$ cat src/rtl/stim_frame_sequencer_if.sv
// Handshake bundle between sample source, sequencer and datapath.
// master = sequencer side, slave = source/datapath side.
interface stim_frame_sequencer_if #(
  parameter int DATA_W = 10
);
  logic              src_valid;
  logic [DATA_W-1:0] src_data;
  logic              src_eof;
  logic              src_ready;
  logic              out_valid;
  logic [DATA_W-1:0] out_data;
  logic              out_sop;
  logic              out_eop;
  logic              out_ready;

  modport master (
    input  src_valid,
    input  src_data,
    input  src_eof,
    input  out_ready,
    output src_ready,
    output out_valid,
    output out_data,
    output out_sop,
    output out_eop
  );

  modport slave (
    output src_valid,
    output src_data,
    output src_eof,
    output out_ready,
    input  src_ready,
    input  out_valid,
    input  out_data,
    input  out_sop,
    input  out_eop
  );
endinterface

$ cat src/rtl/stim_frame_sequencer.sv
// Groups source samples into sop/eop frames with gaps, eof padding, abort.
// Ports: clk, rst_n (sync, low); start/abort pulses; num_frames and
// gap_cycles latched at start; bus = source in / datapath out handshakes;
// busy, done, frames_sent, short_frame (sticky), stall_cnt (saturating).
module stim_frame_sequencer #(
  parameter int DATA_W    = 10,
  parameter int FRAME_LEN = 16,
  parameter int GAP_W     = 8,
  parameter int CNT_W     = 16
) (
  input  logic             clk,
  input  logic             rst_n,
  input  logic             start,
  input  logic             abort,
  input  logic [CNT_W-1:0] num_frames,
  input  logic [GAP_W-1:0] gap_cycles,
  stim_frame_sequencer_if.master bus,
  output logic             busy,
  output logic             done,
  output logic [CNT_W-1:0] frames_sent,
  output logic             short_frame,
  output logic [7:0]       stall_cnt
);

  localparam int IDX_W = $clog2(FRAME_LEN + 1);
  localparam logic [IDX_W-1:0] LAST =
    IDX_W'(FRAME_LEN - 1);
  localparam logic [IDX_W-1:0] FULL =
    IDX_W'(FRAME_LEN);

  typedef enum logic [2:0] {
    S_IDLE,
    S_RUN,
    S_GAP,
    S_PAD,
    S_DONE
  } state_t;

  state_t            state_q, state_d;
  logic [IDX_W-1:0]  idx_q, idx_d;
  logic [CNT_W-1:0]  nfr_q, nfr_d;
  logic [GAP_W-1:0]  gap_q, gap_d;
  logic [GAP_W-1:0]  gcnt_q, gcnt_d;
  logic [CNT_W-1:0]  fs_q, fs_d;
  logic              short_q, short_d;
  logic [7:0]        stall_q, stall_d;
  logic              ov_q, ov_d;
  logic [DATA_W-1:0] od_q, od_d;
  logic              sop_q, sop_d;
  logic              eop_q, eop_d;

  logic take;
  logic room;
  logic src_rdy;
  logic src_xfer;
  logic eop_xfer;
  logic last_frame;

  assign busy = (state_q == S_RUN) |
                (state_q == S_GAP) |
                (state_q == S_PAD);
  assign done = (state_q == S_DONE);

  assign frames_sent = fs_q;
  assign short_frame = short_q;
  assign stall_cnt   = stall_q;

  assign take     = ov_q & bus.out_ready;
  assign room     = ~ov_q | bus.out_ready;
  assign src_rdy  = (state_q == S_RUN) &
                    ~bus.src_eof &
                    room &
                    (idx_q < FULL);
  assign src_xfer = src_rdy & bus.src_valid;
  assign eop_xfer = take & eop_q;

  // Frame just handed off is the last programmed one.
  assign last_frame = (nfr_q != '0) &&
                      (fs_q + CNT_W'(1) == nfr_q);

  assign bus.src_ready = src_rdy;
  assign bus.out_valid = ov_q;
  assign bus.out_data  = od_q;
  assign bus.out_sop   = sop_q;
  assign bus.out_eop   = eop_q;

  always_ff @(posedge clk) begin
    if (!rst_n) begin
      state_q <= S_IDLE;
      idx_q   <= '0;
      nfr_q   <= '0;
      gap_q   <= '0;
      gcnt_q  <= '0;
      fs_q    <= '0;
      short_q <= 1'b0;
      stall_q <= '0;
      ov_q    <= 1'b0;
      od_q    <= '0;
      sop_q   <= 1'b0;
      eop_q   <= 1'b0;
    end else begin
      state_q <= state_d;
      idx_q   <= idx_d;
      nfr_q   <= nfr_d;
      gap_q   <= gap_d;
      gcnt_q  <= gcnt_d;
      fs_q    <= fs_d;
      short_q <= short_d;
      stall_q <= stall_d;
      ov_q    <= ov_d;
      od_q    <= od_d;
      sop_q   <= sop_d;
      eop_q   <= eop_d;
    end
  end

  always_comb begin
    state_d = state_q;
    idx_d   = idx_q;
    nfr_d   = nfr_q;
    gap_d   = gap_q;
    gcnt_d  = gcnt_q;
    fs_d    = fs_q;
    short_d = short_q;
    stall_d = stall_q;
    ov_d    = ov_q;
    od_d    = od_q;
    sop_d   = sop_q;
    eop_d   = eop_q;

    // Holding register empties on handoff;
    // a same-cycle load below refills it.
    if (take) begin
      ov_d = 1'b0;
    end

    unique case (state_q)
      S_IDLE, S_DONE: begin
        if (start && !abort) begin
          nfr_d   = num_frames;
          gap_d   = gap_cycles;
          fs_d    = '0;
          short_d = 1'b0;
          stall_d = '0;
          idx_d   = '0;
          state_d = S_RUN;
        end
      end

      S_RUN: begin
        if (src_xfer) begin
          ov_d  = 1'b1;
          od_d  = bus.src_data;
          sop_d = (idx_q == '0);
          eop_d = (idx_q == LAST);
          idx_d = idx_q + IDX_W'(1);
        end
        // Only gaps inside a frame count;
        // waiting for a frame's first sample is not a stall.
        if (idx_q != '0 && idx_q < FULL &&
            !bus.src_eof && !bus.src_valid &&
            room && stall_q != 8'hFF) begin
          stall_d = stall_q + 8'd1;
        end
        if (eop_xfer) begin
          fs_d  = fs_q + CNT_W'(1);
          idx_d = '0;
          if (last_frame) begin
            state_d = S_DONE;
          end else if (gap_q != '0) begin
            gcnt_d  = gap_q;
            state_d = S_GAP;
          end
        end else if (bus.src_eof) begin
          if (idx_q == '0 && !ov_q) begin
            state_d = S_DONE;
          end else if (idx_q != '0 &&
                       idx_q < FULL) begin
            short_d = 1'b1;
            state_d = S_PAD;
          end
        end
      end

      S_GAP: begin
        gcnt_d = gcnt_q - GAP_W'(1);
        if (gcnt_q <= GAP_W'(1)) begin
          state_d = S_RUN;
        end
      end

      S_PAD: begin
        // Any real sample still held drains
        // first, then zeros fill the frame.
        if (room && idx_q < FULL) begin
          ov_d  = 1'b1;
          od_d  = '0;
          sop_d = 1'b0;
          eop_d = (idx_q == LAST);
          idx_d = idx_q + IDX_W'(1);
        end
        if (eop_xfer) begin
          fs_d    = fs_q + CNT_W'(1);
          idx_d   = '0;
          state_d = S_DONE;
        end
      end

      default: begin
        state_d = S_IDLE;
      end
    endcase

    // Abort drops any unsent sample;
    // a frame whose eop went out this
    // cycle still counts.
    if (abort && busy) begin
      state_d = S_DONE;
      ov_d    = 1'b0;
      od_d    = '0;
      sop_d   = 1'b0;
      eop_d   = 1'b0;
      idx_d   = '0;
    end
  end

endmodule

$ cat src/flat_wrapper.sv
// flat-port wrapper written by rule: the top's interface ports become plain ports
module stim_frame_sequencer_flat 
#(
  parameter int DATA_W    = 10,
  parameter int FRAME_LEN = 16,
  parameter int GAP_W     = 8,
  parameter int CNT_W     = 16
)
  (clk, rst_n, start, abort, num_frames, gap_cycles, busy, done, frames_sent, short_frame, stall_cnt, bus_src_valid, bus_src_data, bus_src_eof, bus_out_ready, bus_src_ready, bus_out_valid, bus_out_data, bus_out_sop, bus_out_eop);
  stim_frame_sequencer_if #(.DATA_W(DATA_W)) bus_i ();
  input  logic clk;
  input  logic rst_n;
  input  logic start;
  input  logic abort;
  input  logic [CNT_W-1:0] num_frames;
  input  logic [GAP_W-1:0] gap_cycles;
  output logic busy;
  output logic done;
  output logic [CNT_W-1:0] frames_sent;
  output logic short_frame;
  output logic [7:0] stall_cnt;
  input wire logic [$bits(bus_i.src_valid)-1:0] bus_src_valid;
  input wire logic [$bits(bus_i.src_data)-1:0] bus_src_data;
  input wire logic [$bits(bus_i.src_eof)-1:0] bus_src_eof;
  input wire logic [$bits(bus_i.out_ready)-1:0] bus_out_ready;
  output wire logic [$bits(bus_i.src_ready)-1:0] bus_src_ready;
  output wire logic [$bits(bus_i.out_valid)-1:0] bus_out_valid;
  output wire logic [$bits(bus_i.out_data)-1:0] bus_out_data;
  output wire logic [$bits(bus_i.out_sop)-1:0] bus_out_sop;
  output wire logic [$bits(bus_i.out_eop)-1:0] bus_out_eop;
  assign bus_i.src_valid = bus_src_valid;
  assign bus_i.src_data = bus_src_data;
  assign bus_i.src_eof = bus_src_eof;
  assign bus_i.out_ready = bus_out_ready;
  assign bus_src_ready = bus_i.src_ready;
  assign bus_out_valid = bus_i.out_valid;
  assign bus_out_data = bus_i.out_data;
  assign bus_out_sop = bus_i.out_sop;
  assign bus_out_eop = bus_i.out_eop;
  stim_frame_sequencer #(.DATA_W(DATA_W), .FRAME_LEN(FRAME_LEN), .GAP_W(GAP_W), .CNT_W(CNT_W)) u_core (.clk(clk), .rst_n(rst_n), .start(start), .abort(abort), .num_frames(num_frames), .gap_cycles(gap_cycles), .bus(bus_i), .busy(busy), .done(done), .frames_sent(frames_sent), .short_frame(short_frame), .stall_cnt(stall_cnt));
endmodule
$ cat config.mk
export PLATFORM = sky130hd
export DESIGN_NAME = stim_frame_sequencer_flat
export DESIGN_NICKNAME = d
export VERILOG_FILES = /design/src/rtl/stim_frame_sequencer_if.sv /design/src/rtl/stim_frame_sequencer.sv /design/src/flat_wrapper.sv
export SDC_FILE = /design/constraint.sdc
export NUM_CORES = 1
export LEC_CHECK = 0
export CORE_MARGIN = 5
export CORE_UTILIZATION = 56
export DETAILED_ROUTE_END_ITERATION = 10
export PLACE_DENSITY = 0.86
export SLEW_MARGIN = 10
export SYNTH_ARGS = -nofsm -noshare
export SYNTH_HDL_FRONTEND = slang
export SYNTH_SLANG_ARGS = --single-unit
$ cat constraint.sdc
create_clock -name clk -period 4.1 [get_ports clk]
set_input_delay 0.615 -clock clk [delete_from_list [all_inputs] [get_ports clk]]
set_output_delay 0.615 -clock clk [all_outputs]
set_load 0.03 [all_outputs]
* After elaboration in Yosys (flattened, before gate mapping)
Index checks and enable logic that the tools add are counted.
Storage, ports and cells: bits in registers 78, input port bits 41, word-level logic and storage cells 145
Operators by class: add/sub/neg operators 4, order comparisons 2, eq/ne operators 32, mux-type cells 46, bitwise gates (word level) 12, reduce and logical (&&, ||, !) cells 36
Operators with widths (number):
- 8-bit two-way mux | 5
- 16-bit two-way mux | 2
- 16-bit case mux with 2 select lines | 1
- 8-bit case mux with 2 select lines | 2
- 3-bit two-way mux | 10
- 5-bit two-way mux | 5
- 10-bit two-way mux | 2
- 10-bit case mux with 2 select lines | 1
- 2-bit != test (second input constant) | 9
- 6-bit AND reduction | 3
- 16-bit by 1-bit adder with 16-bit output (second input constant) | 1
- 16-bit == test | 1
- 16-bit nonzero test | 1
- 5-bit case mux with 3 select lines | 1
- 1-bit two-way mux | 12
- 3-bit case mux with 4 select lines | 1
- 1-bit logical AND | 10
- 2-bit by 1-bit != test with 1-bit output (second input constant) | 5
- 3-bit by 2-bit != test with 1-bit output (second input constant) | 3
- 3-bit AND reduction | 3
- 8-bit by 1-bit adder with 8-bit output (second input constant) | 1
- 8-bit by 1-bit less-or-equal comparator with 1-bit output (second input constant) | 1
- 4-bit by 3-bit != test with 1-bit output (second input constant) | 2
- 8-bit != test (second input constant) | 1
- other kinds (26) | 49

* Depth between registers and ports, before layout
depth after elaboration 8, depth in mapped cells 10, depth with buffers taken out 9

* Worst setup path after synthesis
No wires, ideal clock.
path kind register -> register, from reg u_core.fs_q[4], in the netlist u_core.frames_sent[4], to reg u_core.gcnt_q[6], setup time 0.120 ns, arrival time 2.826 ns, data required time 3.980 ns, setup slack 1.155 ns, cell stages (with the launch flop) 10, period minus slack after synthesis 2.945 ns, cells stage by stage dfxtp_1 -> buf_2 -> nand3_4 -> or4_1 -> buf_2 -> or4b_1 -> a31oi_1 -> o2111ai_2 -> and3_1 -> o31a_1
On the way: cells in the longest elaborated chain, start to end 5
Ends and longest elaborated chain:
- from (decl) | RTL line stim_frame_sequencer.sv:44 | logic [CNT_W-1:0] fs_q, fs_d;
- from (signal assigned) | RTL line stim_frame_sequencer.sv:107 | fs_q <= fs_d;
- 16-bit by 1-bit adder with 16-bit output | RTL line stim_frame_sequencer.sv:79 | (fs_q + CNT_W'(1) == nfr_q);
- 16-bit == test | RTL line stim_frame_sequencer.sv:79
- 1-bit logical AND | RTL line stim_frame_sequencer.sv:78 | assign last_frame = (nfr_q != '0) &&
- 2-bit != test (no line)
- 4-bit AND reduction (no line)
- to (signal assigned) | RTL line stim_frame_sequencer.sv:106 | gcnt_q <= gcnt_d;
- to (decl) | RTL line stim_frame_sequencer.sv:43 | logic [GAP_W-1:0] gcnt_q, gcnt_d;
Every way passes these cells. A chain may end at the register's enable or synchronous reset.

* Final worst setup path
from reg u_core.fs_q[0], in the netlist u_core.frames_sent[0], to reg u_core.gcnt_q[6]
The elaborated chain is that of the path after synthesis.

==> metrics.yaml <==
placement:
  place.gp.congestion: 0.9482
  placed_cells: 695
  io_buffers: 81
  place_area_sq_mm: 0.004962
  post-dp-hpwl_microns: 8394
timing:
  slew-limit-headroom_pct: 42.89
  post-route-period-util_pct: 83.07
  fin_worst_hold_slack_ns: 0.4770
  fin_crit_ns: 3.406
  slew_viol_final: 0
  setup_tns_ns: 0
  finalHoldViolations: 0
  fin_skew_ns: 0.006996
  rsz0062_at_grt: "no"
  worst_pin_slew_ns: 0.8557
  fmax_ghz: 0.2936
  setup_viol: 0
floorplanning:
  die_w_microns: 96.02
  io_pins: 82
  start_util_pct: 57.44
  fp.dieArea_sq_mm: 0.009220
  num_rows: 31
  fp.dieH_microns: 96.02
  core_sq_mm: 0.007214
yosys:
  yosysMostFrequentCell: "nand2_1"
  synth-async-reset-ratio_pct: 0
  synth_compound_area_share_pct: 19.20
  synth_common_cells: "nand2_1, dfxtp_1, nor2_1"
  synth_edf_count: 0
  syn_area_per_cell_sq_um: 7.646
  yosysTopAreaCell: "dfxtp_1"
  synth-main-ff-cell: "dfxtp_1"
  syn_area_sq_mm: 0.004144
  postSynthCellCount: 542
  synthAdderAreaFrac_pct: 2.114
  synth.ff_latch_count: 78
  ys_warn_count: 0
  synth_top_family_by_area: "simple AND/OR/NAND/NOR gates"
  ys_types: 59
  yosysTopAreaCellShare_pct: 37.68
  synthTopCellsByArea: "dfxtp_1, nand2_1, a21oi_1"
  synth_xor_area_share_pct: 5.495
  synth_nets: 590
  synth-simple-area-share_pct: 29.11
  synthMuxAreaShare_pct: 1.479
  synth-seq-area-share_pct: 37.68
drt:
  wirelength_microns: 11440
  drc: 0
  wl_per_cell_microns: 16.09
  drtPass1Iterations: 5
  routed_via_density: 5.917
  drt_iter0_markers: 338
  ant_nets: 0
  vias: 4207
cts:
  cts_buffers: 9
  clock-root-buffer: "clkbuf_8"
  worstSkewPairLatency_ns: 0.36
  cts_tree: "yes"
  post-cts-setup-buffer-count: 0
  cts_hold_buf: 0
  htreeDepth: 3
  ctsResizeCount: 0
  clkTransAtPathRegs_ns: 0.08
  cts.sinks: 78
  cts_max_path_buffers: 2
final_layout:
  final_cell_area_sq_mm: 0.005169
  syn_to_final_growth_pct: 24.73
  finalNonFillerCells: 711
  n_antenna_cell: 0
  utilization_pct: 71.64
  drive_gt1_share_pct: 5.556
  final_nets: 655
global_routing:
  grt_pass1_wl_microns: 18630
  overflow: 0
  grt_max_degree: 27
  grt_use_total_pct: 25.64
  grt_pass1_vias: 3927
  antenna_found_initial: 0
outcome:
  outcome: "finished, final reports clean"
worst_setup_path:
  r2r_setup_slack_ns: 0.69
  reg2reg_to: "u_core.gcnt_q[6]$_SDFFE_PN0P_"
  crit_chain: "ha_1 > nand2_1 > nor3_1 > mux2i_1 > nor4_1 > o2111ai_2 > and3_1 > o31a_1"
  rr_worst_depth: 8
  cp_slowest_stage_delay_ns: 0.52
  path_max_fanout: 14
  crit_start: "u_core.frames_sent[0]$_SDFFE_PN0P_"
  crit_path_end_kind: "register"
  r2r_start: "u_core.frames_sent[0]$_SDFFE_PN0P_"
  crit_type: "register to register"
  required_ns: 4.35
  crit_path_top_delay_cell: "nor4_1"
  worstPathArrival_ns: 3.65
  worst_setup_path_start_kind: "register"
job:
  drv_cap: 0
hold_path:
  holdPathStages: 2
  hp-class: "register to register"
  min_to: "u_core.gap_q[6]$_SDFFE_PN0P_"
  hold_start: "u_core.gap_q[6]$_SDFFE_PN0P_"
power_and_ir_drop:
  p_leak_uw: 0.001860
  peakVddDrop_v: 0.0002565
  p_per_area_mw_per_mm2: 327.1
-- cell type report --
cell class / count / area, sq um
Clock inverter: 6 / 68.82
Inverter: 14 / 52.55
Clock buffer: 10 / 137.6
Multi-Input combinational cell: 419 / 2384
Tap cell: 99 / 123.9
Timing Repair Buffer: 85 / 840.8
Fill cell: 594 / 2046
Sequential cell: 78 / 1562
-- power by group --
group | switching (uW) | internal [uW] | leakage (uW)
clock network | 305 | 301 | 0.000103
logic | 158 | 117 | 0.00113
registers | 29.5 | 781 | 0.000631
-- kinds of logic after synthesis --
group                      after synthesis
AOI/OAI and AO/OA                      127
xor gates and xnor gates                26
adders and majority gates                7
buffers and inverters                   45
DFF                                     78
muxes                                    6
and+or+nand+nor                        253
-- state kept, by name, summed over array words and instances, names as in the netlist --
name	count
u_core.bus.out_data	10
u_core.bus.out_eop	1
u_core.bus.out_sop	1
u_core.bus.out_valid	1
u_core.frames_sent	16
u_core.gap_q	8
u_core.gcnt_q	8
u_core.idx_q	5
u_core.nfr_q	16
u_core.short_frame	1
u_core.stall_cnt	8
u_core.state_q	3
-- placed cells by master, fill, tap and decap left out, drive strengths merged, types with 3 or more instances in the layout --
cell / netlist / layout
nand3: 19 / 19
ha: 7 / 7
nand4: 9 / 9
or2: 3 / 3
clkinv: 0 / 3
o211ai: 3 / 3
a21oi: 49 / 49
nand2b: 6 / 6
clkdlybuf4s50: 0 / 81
a31oi: 11 / 11
a22oi: 12 / 12
mux2i: 5 / 5
or4: 3 / 3
xor2: 13 / 13
dfxtp: 78 / 78
nor2: 65 / 65
or3b: 3 / 3
nor4: 14 / 14
inv: 14 / 15
xnor2: 13 / 13
and3: 9 / 9
o31a: 5 / 5
nor2b: 6 / 6
o21ai: 25 / 25
nor3: 13 / 13
clkbuf: 19 / 10
a211oi: 4 / 4
buf: 12 / 4
or3: 3 / 3
nand2: 89 / 89
-- routing by layer --
metal,wire length [microns],vias to the layer above,GRT usage [%]
met1,4959,2002,33.28
met2,5583,148,42.55
met3,686,17,3.909
met4,209,0,10.19
met5,0,-,0
li1,-,2040,-
-- how the worst max path moves through the flow --
| stage | endpoint | slack (ns) | cells after the start |
|---|---|---|---|
| 6_report | u_core.gcnt_q[6]$_SDFFE_PN0P_ | 0.69 | 8 |
| 5_1_grt | u_core.gcnt_q[6]$_SDFFE_PN0P_ | 0.60 | 8 |
| 4_1_cts | u_core.gcnt_q[6]$_SDFFE_PN0P_ | 0.78 | 8 |
| 3_5_place_dp | u_core.gcnt_q[6]$_SDFFE_PN0P_ | 0.83 | 7 |
| 3_3_place_gp | u_core.gcnt_q[6]$_SDFFE_PN0P_ | 0.95 | 7 |
| 2_1_floorplan | u_core.gcnt_q[6]$_SDFFE_PN0P_ | 1.15 | 9 |
-- per-stage QoR --
| stage | power, uW | worst slack (ns) |
|---|---|---|
| 2_1_floorplan | 990.2 | 1.155 |
| 3_3_place_gp | 1092 | 0.9489 |
| 3_5_place_dp | 1097 | 0.8254 |
| 4_1_cts | 1691 | 0.7823 |
| 5_1_grt | 1754 | 0.6029 |
| 6_report | 1691 | 0.6943 |
-- critical path, delay by kind of cell (launching register included) --
kind,cells,cell delay [ns]
and+or+nand+nor,4,1.51
AOI/OAI and AO/OA,2,0.77
DFF,1,0.50
adders and majority gates,1,0.33
muxes,1,0.18
(Power assumes the default switching activity.)
==> patch 1: new RTL, config.mk and constraints unchanged <==
`fs_q` no longer has a reset.
--- a/src/rtl/stim_frame_sequencer.sv
+++ b/src/rtl/stim_frame_sequencer.sv
@@ -91,7 +91,6 @@
       nfr_q   <= '0;
       gap_q   <= '0;
       gcnt_q  <= '0;
-      fs_q    <= '0;
       short_q <= 1'b0;
       stall_q <= '0;
       ov_q    <= 1'b0;
@@ -104,7 +103,6 @@
       nfr_q   <= nfr_d;
       gap_q   <= gap_d;
       gcnt_q  <= gcnt_d;
-      fs_q    <= fs_d;
       short_q <= short_d;
       stall_q <= stall_d;
       ov_q    <= ov_d;
@@ -112,6 +110,10 @@
       sop_q   <= sop_d;
       eop_q   <= eop_d;
     end
+  end
+
+  always_ff @(posedge clk) begin
+    fs_q <= fs_d;
   end
 
   always_comb begin
Function: no difference found for any inputs over 4 cycles, from zero or initial values and one cycle with rst_n low; that may be too few to reach the edited logic, so the function may still have changed.
==> patch 1 against the unedited design <==
- synthesized cell count down 13%
- cell area shrank 0.85%
- maximum frequency increased by 5.5%
- routed wire length is 11% lower
- clock skew grew 2.7 ps
- area after synthesis decreased by 2.2%
- sequential cell count unchanged
- worst setup slack better by 180 ps
Power is not compared: it rests on default switching activity, and its combinational part moved more than twofold at a synthesized area within 25%.
==> patch 1: results <==
group,metric,value,unit
global_route,track_usage,0.2366,
sta,finClkSkew,9.729,ps
clocking,insertion_delay,370,ps
critical_path,crit_fanout,4,
finish,nets,594,
synth,syn_nets,518,
routing,wl_per_cell,15.73,µm
clocking,ctsHtreeMaxLevel,3,
synth,yosys-top-cells-count,"nand2_1, dfxtp_1, nor2_1",
synth,yosys-top-cells-area,"dfxtp_1, edfxtp_1, nand2_1",
routing,drtPass1Iterations,4,
power,switchingPower,0.7844,mW
clocking,numCtsBuffers,9,
synth,synthDistinctLibCells,57,
power,vdd_drop_max,236.8,µV
synth,synth_ff_type,"dfxtp_1",
clocking,postCtsSetupBuffers,0,
synth,synth-edff-count,16,
routing,drtIter0Drc,213,
clocking,clk_pin_slew_worst_paths,90,ps
global_route,grt_max_degree,43,
power,p_leak,1.792,nW
synth,async_flop_share,0,
synth,yosysWarnings,0,
clocking,cts_buffer_depth,2,
routing,viasPerCell,5.666,
finish,antenna_cells,0,
placement,place_congestion,0.9270,
placement,dp_hpwl,7.413,mm
global_route,grt_pass1_wl,16.83,mm
finish,fillers,561,
global_route,grt_pass1_vias,3670,
clocking,root_buffer,"clkbuf_8",
synth,seq_area_frac_synth,0.4250,
global_route,antenna_found_initial,0,
finish,drive_gt1_frac,0.06352,
sta,tightest_slew,1084,ps
critical_path,cp.arrival,2610,ps
placement,pre_cts_ws,829.4,ps
outcome,status,"completed",
placement,portBuffers,81,
clocking,cts_resized,0,
hold_path,hold_path_class,"flip-flop to flip-flop",
[patch 1: changes by cell type after synthesis, moves of 9 or more]
cell,before,now
a21oi_1,49,17
dfxtp_1,78,62
o21ai_0,24,8
a21boi_0,1,26
nand2_1,89,76
a31oi_1,11,2
edfxtp_1,0,16
[patch 1: critical path: stages]
cell             delay, ps
clkdlybuf4s50_1        490
nand2b_1               130
and2_1                 160
nor3b_1                450
clkdlybuf4s50_1        770
[patch 1: per-stage QoR]
| stage | hold slack (ps) | cell area (µm²) | total power [mW] | instances |
|---|---|---|---|---|
| 2_1_floorplan | 434.6 | 4051 | 1.379 | 470 |
| 3_3_place_gp | 460.1 | 4926 | 1.580 | 634 |
| 3_5_place_dp | 466.1 | 4926 | 1.603 | 634 |
| 4_1_cts | 482.3 | 5125 | 2.176 | 650 |
| 5_1_grt | 512.2 | 5125 | 2.278 | 650 |
| 6_report | 484.0 | 5125 | 2.173 | 650 |
[patch 1: path summary, 6_finish.rpt]
kind | from | endpoint | slack (ps) | cells after the start
hold reg to reg | u_core.gap_q[4] | u_core.gcnt_q[4] | 480 | 2
setup / recovery | bus_out_ready | bus_src_ready | 870 | 5
setup reg to reg | u_core.frames_sent[0] | u_core.gcnt_q[5] | 980 | 11
hold / removal | u_core.gap_q[4] | u_core.gcnt_q[4] | 480 | 2
[patch 1: kinds of logic after synthesis]
kind of cell,count (synthesis),share of synthesized area
buf+inv,32,0.03335
mux,7,0.01791
simple gates,227,0.2804
flops,78,0.4250
compound gates,86,0.1470
fa+ha+maj,7,0.02162
xor+xnor,33,0.07474
[patch 1: layer usage]
layer | part of all wire | global-route usage
met5 | 0 | 0
met4 | 0.026 | 0.1058
met3 | 0.057 | 0.05367
met2 | 0.49 | 0.4122
met1 | 0.42 | 0.2770
[patch 1: area by class of cell]
| cell class | instances | area [µm²] | area share |
|---|---|---|---|
| Clock buffer | 10 | 148.9 | 0.02905 |
| Clock inverter | 6 | 50.05 | 0.009766 |
| Inverter | 12 | 45.04 | 0.008789 |
| Multi-Input combinational cell | 360 | 2195 | 0.4282 |
| Sequential cell | 78 | 1722 | 0.3359 |
| Tap cell | 99 | 123.9 | 0.02417 |
| Timing Repair Buffer | 85 | 840.8 | 0.1641 |
[patch 1: power groups by stage]
stage          Sequential [mW]  Clock (mW)  Combinational (mW)
2_1_floorplan             1.00           0               0.375
3_3_place_gp             0.965           0               0.615
3_5_place_dp             0.968           0               0.634
4_1_cts                  0.952       0.586               0.638
5_1_grt                  0.966       0.617               0.695
6_report                 0.954       0.580               0.638
==> patch 2: new RTL, same flow settings <==
Made on the original files. `CNT_W` is set to 16 in 2 places; all go to 32.
--- a/src/rtl/stim_frame_sequencer.sv
+++ b/src/rtl/stim_frame_sequencer.sv
@@ -6,7 +6,7 @@
   parameter int DATA_W    = 10,
   parameter int FRAME_LEN = 16,
   parameter int GAP_W     = 8,
-  parameter int CNT_W     = 16
+  parameter int CNT_W     = 32
 ) (
   input  logic             clk,
   input  logic             rst_n,
--- a/src/flat_wrapper.sv
+++ b/src/flat_wrapper.sv
@@ -4,7 +4,7 @@
   parameter int DATA_W    = 10,
   parameter int FRAME_LEN = 16,
   parameter int GAP_W     = 8,
-  parameter int CNT_W     = 16
+  parameter int CNT_W     = 32
 )
   (clk, rst_n, start, abort, num_frames, gap_cycles, busy, done, frames_sent, short_frame, stall_cnt, bus_src_valid, bus_src_data, bus_src_eof, bus_out_ready, bus_src_ready, bus_out_valid, bus_out_data, bus_out_sop, bus_out_eop);
   stim_frame_sequencer_if #(.DATA_W(DATA_W)) bus_i ();
Interface: changed (resized frames_sent and num_frames); port bits go from 82 to 114. No check against the original RTL was run, so the function may have changed too.
==> patch 2 against the unedited design <==
- cell area up 41%
- power rose by 53%
- area after synthesis grew 42%
- worst setup slack worse by 310 ps
- sequential cell count is 32 higher
- synthesized cell count grew 44%
- routed wire length rose by 54%
- worst hold slack improved by 9.8 ps
- count of clock-buffer cells in the layout unchanged
- non-clock buffer count is 39 higher
==> patch 2: results <==
group,metric,value,unit
power,p_leak,2.565,nW
sta,finClkSkew,10.77,ps
placement,dpl.cell_count,992,
hold_path,min-delay-start,"u_core.gap_q[5]",
synth,syn_nets,844,
placement,portBuffers,113,
critical_path,reg2reg_depth,10,
power,vdd_drop_max,364.2,µV
synth,yosysWarnings,0,
synth,avgSynthCellArea,7.560,µm²
global_route,track_usage,0.2731,
placement,dp_hpwl,12.66,mm
synth,seq_area_frac_synth,0.3734,
synth,post_synth_mux_area_share,0.01061,
global_route,grt_pass1_vias,5902,
routing,num_vias,6172,
clocking,insertion_delay,390,ps
outcome,status,"completed",
global_route,grt_max_degree,46,
synth,synth_xor_area_frac,0.08763,
finish,nets,931,
placement,place_congestion,0.9764,
finish,fin_cells,1007,
synth,yosys-top-cells-area,"dfxtp_1, nand2_1, a21oi_1",
clocking,clk_pin_slew_worst_paths,100,ps
critical_path,critical-path-slowest-cell,"nor4_2",
power,clk-power,0.660,mW
critical_path,cpPeakStageDelay,640,ps
global_route,grt_pass1_wl,28.77,mm
power,p_seq,1.23,mW
synth,synth_fa_ha_area_frac,0.01485,
routing,wl_per_cell,17.48,µm
routing,drtIter0Drc,845,
critical_path,r2r_end,"u_core.gcnt_q[5]",
placement,pre_cts_ws,478.9,ps
patch 2: worst max-delay path by stage:
stage / to / slack, ps / cells past startpoint
after floorplan: u_core.gcnt_q[4] / 1060 / 12
after global placement: u_core.gcnt_q[4] / 690 / 10
after detailed placement: u_core.gcnt_q[5] / 480 / 10
after CTS: u_core.gcnt_q[5] / 450 / 10
after global routing: u_core.gcnt_q[2] / 160 / 11
final: u_core.gcnt_q[5] / 390 / 10
patch 2: layer usage:
layer / vias to the layer above / wire length, µm / GRT usage
li1: 2935 / - / -
met1: 2879 / 7211 / 0.3443
met2: 306 / 8164 / 0.4333
met3: 52 / 1589 / 0.08086
met4: 0 / 633 / 0.1186
met5: - / 0 / 0
patch 2: area by class of cell:
| class | count | area, µm² |
|---|---|---|
| inverter | 11 | 41.29 |
| clock buffer | 10 | 127.6 |
| sequential | 110 | 2202 |
| timing repair buffer | 124 | 1214 |
| multi-input combinational | 611 | 3462 |
| clock inverter | 5 | 60.06 |
| fill | 848 | 3000 |
| tap | 136 | 170.2 |
